## src/rtl/clken_gen.sv

```systemverilog
// Multi-channel clock-enable generator: per-channel integer divide (period DIV+1), SYNC phase alignment, free-running CNT.
// Defining CLKEN_NCO_EN adds fsel_i/finc_i and a per-channel phase-accumulator (NCO) mode.
module clken_gen #(
  parameter int NCH  = 4,
  parameter int DIVW = 8,
  parameter int CNTW = 16,
  parameter int ACCW = 16
) (
  input  logic                mclk_i,
  input  logic                reset_i,
  input  logic                sync_i,
  input  logic [NCH*DIVW-1:0] div_i,
`ifdef CLKEN_NCO_EN
  input  logic [NCH-1:0]      fsel_i,
  input  logic [NCH*ACCW-1:0] finc_i,
`endif
  output logic [NCH-1:0]      cen_o,
  output logic [NCH-1:0]      clksq_o,
  output logic [CNTW-1:0]     cnt_o
);

  logic [NCH-1:0][DIVW-1:0] div_cnt_q, div_cnt_d;
  logic [NCH-1:0]           cen_q, cen_d;
  logic [NCH-1:0]           clksq_q, clksq_d;
  logic [CNTW-1:0]          cnt_q, cnt_d;
`ifdef CLKEN_NCO_EN
  logic [NCH-1:0][ACCW-1:0] acc_q, acc_d;
  logic [ACCW:0]            nco_sum;
`endif

  always_comb begin
    div_cnt_d = div_cnt_q;
    cen_d     = '0;
    clksq_d   = clksq_q;
`ifdef CLKEN_NCO_EN
    acc_d     = acc_q;
    nco_sum   = '0;
`endif
    for (int i = 0; i < NCH; i++) begin
`ifdef CLKEN_NCO_EN
      nco_sum = {1'b0, acc_q[i]} + {1'b0, finc_i[i*ACCW +: ACCW]};
`endif
      // SYNC restarts both the divider and the accumulator so reselecting a mode starts in phase
      if (sync_i) begin
        div_cnt_d[i] = '0;
        clksq_d[i]   = 1'b0;
`ifdef CLKEN_NCO_EN
        acc_d[i]     = '0;
`endif
      end
`ifdef CLKEN_NCO_EN
      else if (fsel_i[i]) begin
        acc_d[i]   = nco_sum[ACCW-1:0];
        cen_d[i]   = nco_sum[ACCW];
        clksq_d[i] = clksq_q[i] ^ nco_sum[ACCW];
      end
`endif
      // >= rather than == so a DIV lowered below the running count fires on the next edge
      else if (div_cnt_q[i] >= div_i[i*DIVW +: DIVW]) begin
        div_cnt_d[i] = '0;
        cen_d[i]     = 1'b1;
        clksq_d[i]   = ~clksq_q[i];
      end else begin
        div_cnt_d[i] = div_cnt_q[i] + DIVW'(1);
      end
    end
  end

  always_comb begin
    cnt_d = sync_i ? '0 : cnt_q + CNTW'(1);
  end

  always_ff @(posedge mclk_i or posedge reset_i) begin
    if (reset_i) begin
      div_cnt_q <= '0;
      cen_q     <= '0;
      clksq_q   <= '0;
      cnt_q     <= '0;
`ifdef CLKEN_NCO_EN
      acc_q     <= '0;
`endif
    end else begin
      div_cnt_q <= div_cnt_d;
      cen_q     <= cen_d;
      clksq_q   <= clksq_d;
      cnt_q     <= cnt_d;
`ifdef CLKEN_NCO_EN
      acc_q     <= acc_d;
`endif
    end
  end

  assign cen_o   = cen_q;
  assign clksq_o = clksq_q;
  assign cnt_o   = cnt_q;

endmodule

```

## config.mk

```make
export PLATFORM = sky130hd
export DESIGN_NAME = clken_gen
export DESIGN_NICKNAME = d
export VERILOG_FILES = /design/src/rtl/clken_gen.sv
export SDC_FILE = /design/constraint.sdc
export NUM_CORES = 1
export LEC_CHECK = 0
export ABC_CLOCK_PERIOD_IN_PS = 2700
export BUFFER_PORTS_ARGS = -buffer_cell sky130_fd_sc_hd__buf_4
export CORE_MARGIN = 8
export CORE_UTILIZATION = 57
export CTS_BUF_LIST = sky130_fd_sc_hd__clkbuf_16
export CTS_CLUSTER_SIZE = 28
export DETAILED_ROUTE_END_ITERATION = 7
export GPL_ROUTABILITY_DRIVEN = 1
export GPL_TIMING_DRIVEN = 0
export PLACE_DENSITY_LB_ADDON = 0.1
export SKIP_LAST_GASP = 1
export SYNTH_ARGS = -nofsm -noshare
export SYNTH_HDL_FRONTEND = slang
export SYNTH_SLANG_ARGS = --single-unit
```

## constraint.sdc

```tcl
create_clock -name mclk_i -period 2.7 [get_ports mclk_i]
set_clock_uncertainty 0.1 [all_clocks]
set_input_delay 0.135 -clock mclk_i [delete_from_list [all_inputs] [get_ports mclk_i]]
set_output_delay 0.135 -clock mclk_i [all_outputs]
set_load 0.02 [all_outputs]
```

==> impl_metrics.json <==
{
  "synth_area_leader_cell": "dfrtp_1",
  "postSynthAreaPerCell_um2": 9.94,
  "ys_ff_latch": 56,
  "gp_congestion": 0.829,
  "power.total_uw": 1910,
  "comb_power_share_pct": 14.4,
  "post-route-period-util_pct": 80.6,
  "critPathLaunchType": "flop",
  "placed_area_um2": 4010,
  "drtPass1Iterations": 4,
  "initial_core_util_pct": 58.8,
  "cts_sinks": 56,
  "synthCells": 348,
  "status": "complete, no violations",
  "rsz0062_at_grt": "no",
  "synth_async_sr_flop_share_pct": 100,
  "worstPathRequired_ps": 2760,
  "path_class": "flop to flop",
  "wl_um": 7450,
  "drtIter0Drc": 103,
  "worstPathArrival_ps": 2240,
  "numCtsBuffers": 5,
  "netlist.area_leader.share_pct": 40.5,
  "p_switching_uw": 473,
  "cts_max_level": 2,
  "worst_ir_drop_vdd_v": 0.000325,
  "grt_max_degree": 43,
  "cts.path.max_buffers": 2,
  "dp_slack_ps": 530,
  "post-route-util_pct": 71.2,
  "setup_ws_ps": 525,
  "p_seq_share_pct": 47.1,
  "grt_pass1_vias": 2757,
  "dp_hpwl_um": 5780,
  "yosysWarnings": 0,
  "cp-end-kind": "flop",
  "synth-edff-count": 0,
  "cp_max_fo": 6,
  "fmax_mhz": 460,
  "cts_resized": 0,
  "p_int_uw": 1440,
  "p_sw_share_pct": 24.7,
  "power_leakage_uw": 0.00217,
  "grt_remaining_overflow": 0,
  "clockRootBuffer": "clkbuf_16",
  "io_buffer_count": 58,
  "clkTransAtPathRegs_ps": 70,
  "synth_area_um2": 3460,
  "drv_cap": 0,
  "synth_cell_types": 44,
  "nets": 487,
  "layout_common_cells": "buf_4 (58), dfrtp_1 (56), ha_1 (37)",
  "finalSetupViolCount": 0,
  "io-pin-count": 59,
  "n_fill_cell": 482,
  "fin_area_um2": 4190,
  "syn2layout_area_growth_pct": 21.1,
  "antenna_cells": 0,
  "drv_slew": 0,
  "grt_usage_pct": 17.2,
  "clock_latency_ps": 290,
  "final_common_cell": "buf_4",
  "p_per_area_nw_per_um2": 457,
  "vias_per_cell": 5.62,
  "synth-seq-area-share_pct": 40.5,
  "synth_ff_type": "dfrtp_1",
  "antenna_found_initial": 0,
  "setup_tns_ps": 0,
  "tightestPinTransition_ps": 784,
  "grt_pass1_wl_um": 12500,
  "fp.dieArea_um2": 8820,
  "die_y_um": 93.9,
  "core_um2": 5890,
  "ant_nets": 0,
  "die_x_um": 93.9,
  "hold_violations": 0,
  "min_period_ps": 2180,
  "cts_tree": "built",
  "wl_per_cell_um": 15.2,
  "hold_path_class": "primary input to flop",
  "vias": 2760,
  "layout-drive-gt1-share_pct": 20.4,
  "clockPowerShare_pct": 38.5,
  "slew_headroom_pct": 47.3,
  "num_rows": 28,
  "synth_nets": 420,
  "drc": 0,
  "synthTopCellsByArea": "dfrtp_1 (41%), ha_1 (13%), xor2_1 (6.8%)"
}
cells by family after synthesis:
| kind of cell | Yosys count | synth area share (%) |
|---|---|---|
| AO/OA/AOI/OAI | 38 | 9.77 |
| XOR/XNOR | 35 | 8.86 |
| adder cells (fa/ha/maj) | 37 | 13.4 |
| buffers and inverters | 40 | 4.38 |
| flip-flops | 56 | 40.5 |
| multiplexers | 1 | 0.289 |
| AND/OR/NAND/NOR | 141 | 22.8 |
per-stage QoR:
step | cells | hold WS, ps
3_3_place_gp | 481 | 391
6_report | 491 | 190
4_1_cts | 491 | 189
3_5_place_dp | 482 | 24.7
5_1_grt | 491 | 211
2_1_floorplan | 348 | 341
layer usage:
metal  wire length, um  vias to the layer above  track usage (%)
li1                  -                     1373                -
met1              3420                     1334             21.8
met2              3650                       48             28.9
met3               324                        5             3.84
met4                56                        0             4.36
met5                 0                        -                0
worst paths after layout:
check                                       startpoint                       to  slack, ps  depth (start not counted)
worst min register to register      cnt_o[0]$_DFF_PP0_       cnt_o[0]$_DFF_PP0_        410                          1
worst max register to register  div_cnt_q[0]$_DFF_PP0_   clksq_o[0]$_DFFE_PP0P_        520                          6
max in group asynchronous                      reset_i  div_cnt_q[27]$_DFF_PP0_       1710                          4
worst max-delay path            div_cnt_q[0]$_DFF_PP0_   clksq_o[0]$_DFFE_PP0P_        520                          6
worst min-delay path                            sync_i   clksq_o[1]$_DFFE_PP0P_        190                          4
min in group asynchronous                      reset_i       cnt_o[6]$_DFF_PP0_        260                          3
critical path: stages (launching register included):
cell       delay [ps]
dfrtp_1           430
inv_1              60
ha_1              270
nand2b_4          150
a2111oi_4         440
nor4b_1           100
or4b_1            510
sequential cells by signal, summed over array words and instances (netlist names):
register and count:
clksq_o 4, cnt_o 16, cen_o 4, div_cnt_q 32
synthesized netlist by cell type, drive strengths merged (2+ instances only):
cell     instances
a2111oi          4
a211o            4
a21oi            6
a311oi           3
and3            13
and4             3
buf              4
clkbuf           2
dfrtp           56
ha              37
inv             34
nand2            8
nand2b           5
nand3           29
nand4            7
nor2            28
nor2b            4
nor3            24
nor3b           10
o211ai           3
o21a             8
o31ai            4
or3              2
or4b             4
xnor2            8
xor2            27
cell type report:
| type | instances | area (um2) | share of cell area [%] |
|---|---|---|---|
| inverter | 34 | 128 | 3.05 |
| sequential | 56 | 1400 | 33.5 |
| clock buffer | 5 | 125 | 2.99 |
| multi-input combinational | 252 | 1910 | 45.5 |
| tap | 75 | 93.8 | 2.24 |
| clock inverter | 3 | 46.3 | 1.11 |
| buffer | 6 | 23.8 | 0.568 |
| timing repair buffer | 60 | 465 | 11.1 |
power groups by stage:
stage	Sequential [uW]	Clock [uW]	Combinational, uW
6_report	902	737	276
5_1_grt	907	789	310
4_1_cts	902	751	280
3_5_place_dp	918	0	276
3_3_place_gp	917	0	263
2_1_floorplan	921	0	166
what timing repair did:
action                    4_1_cts  5_1_grt
hold endpoints to repair       14        0
buffers inserted                0        0
hold buffers                    1        0
Power figures use the tool's default switching activity.
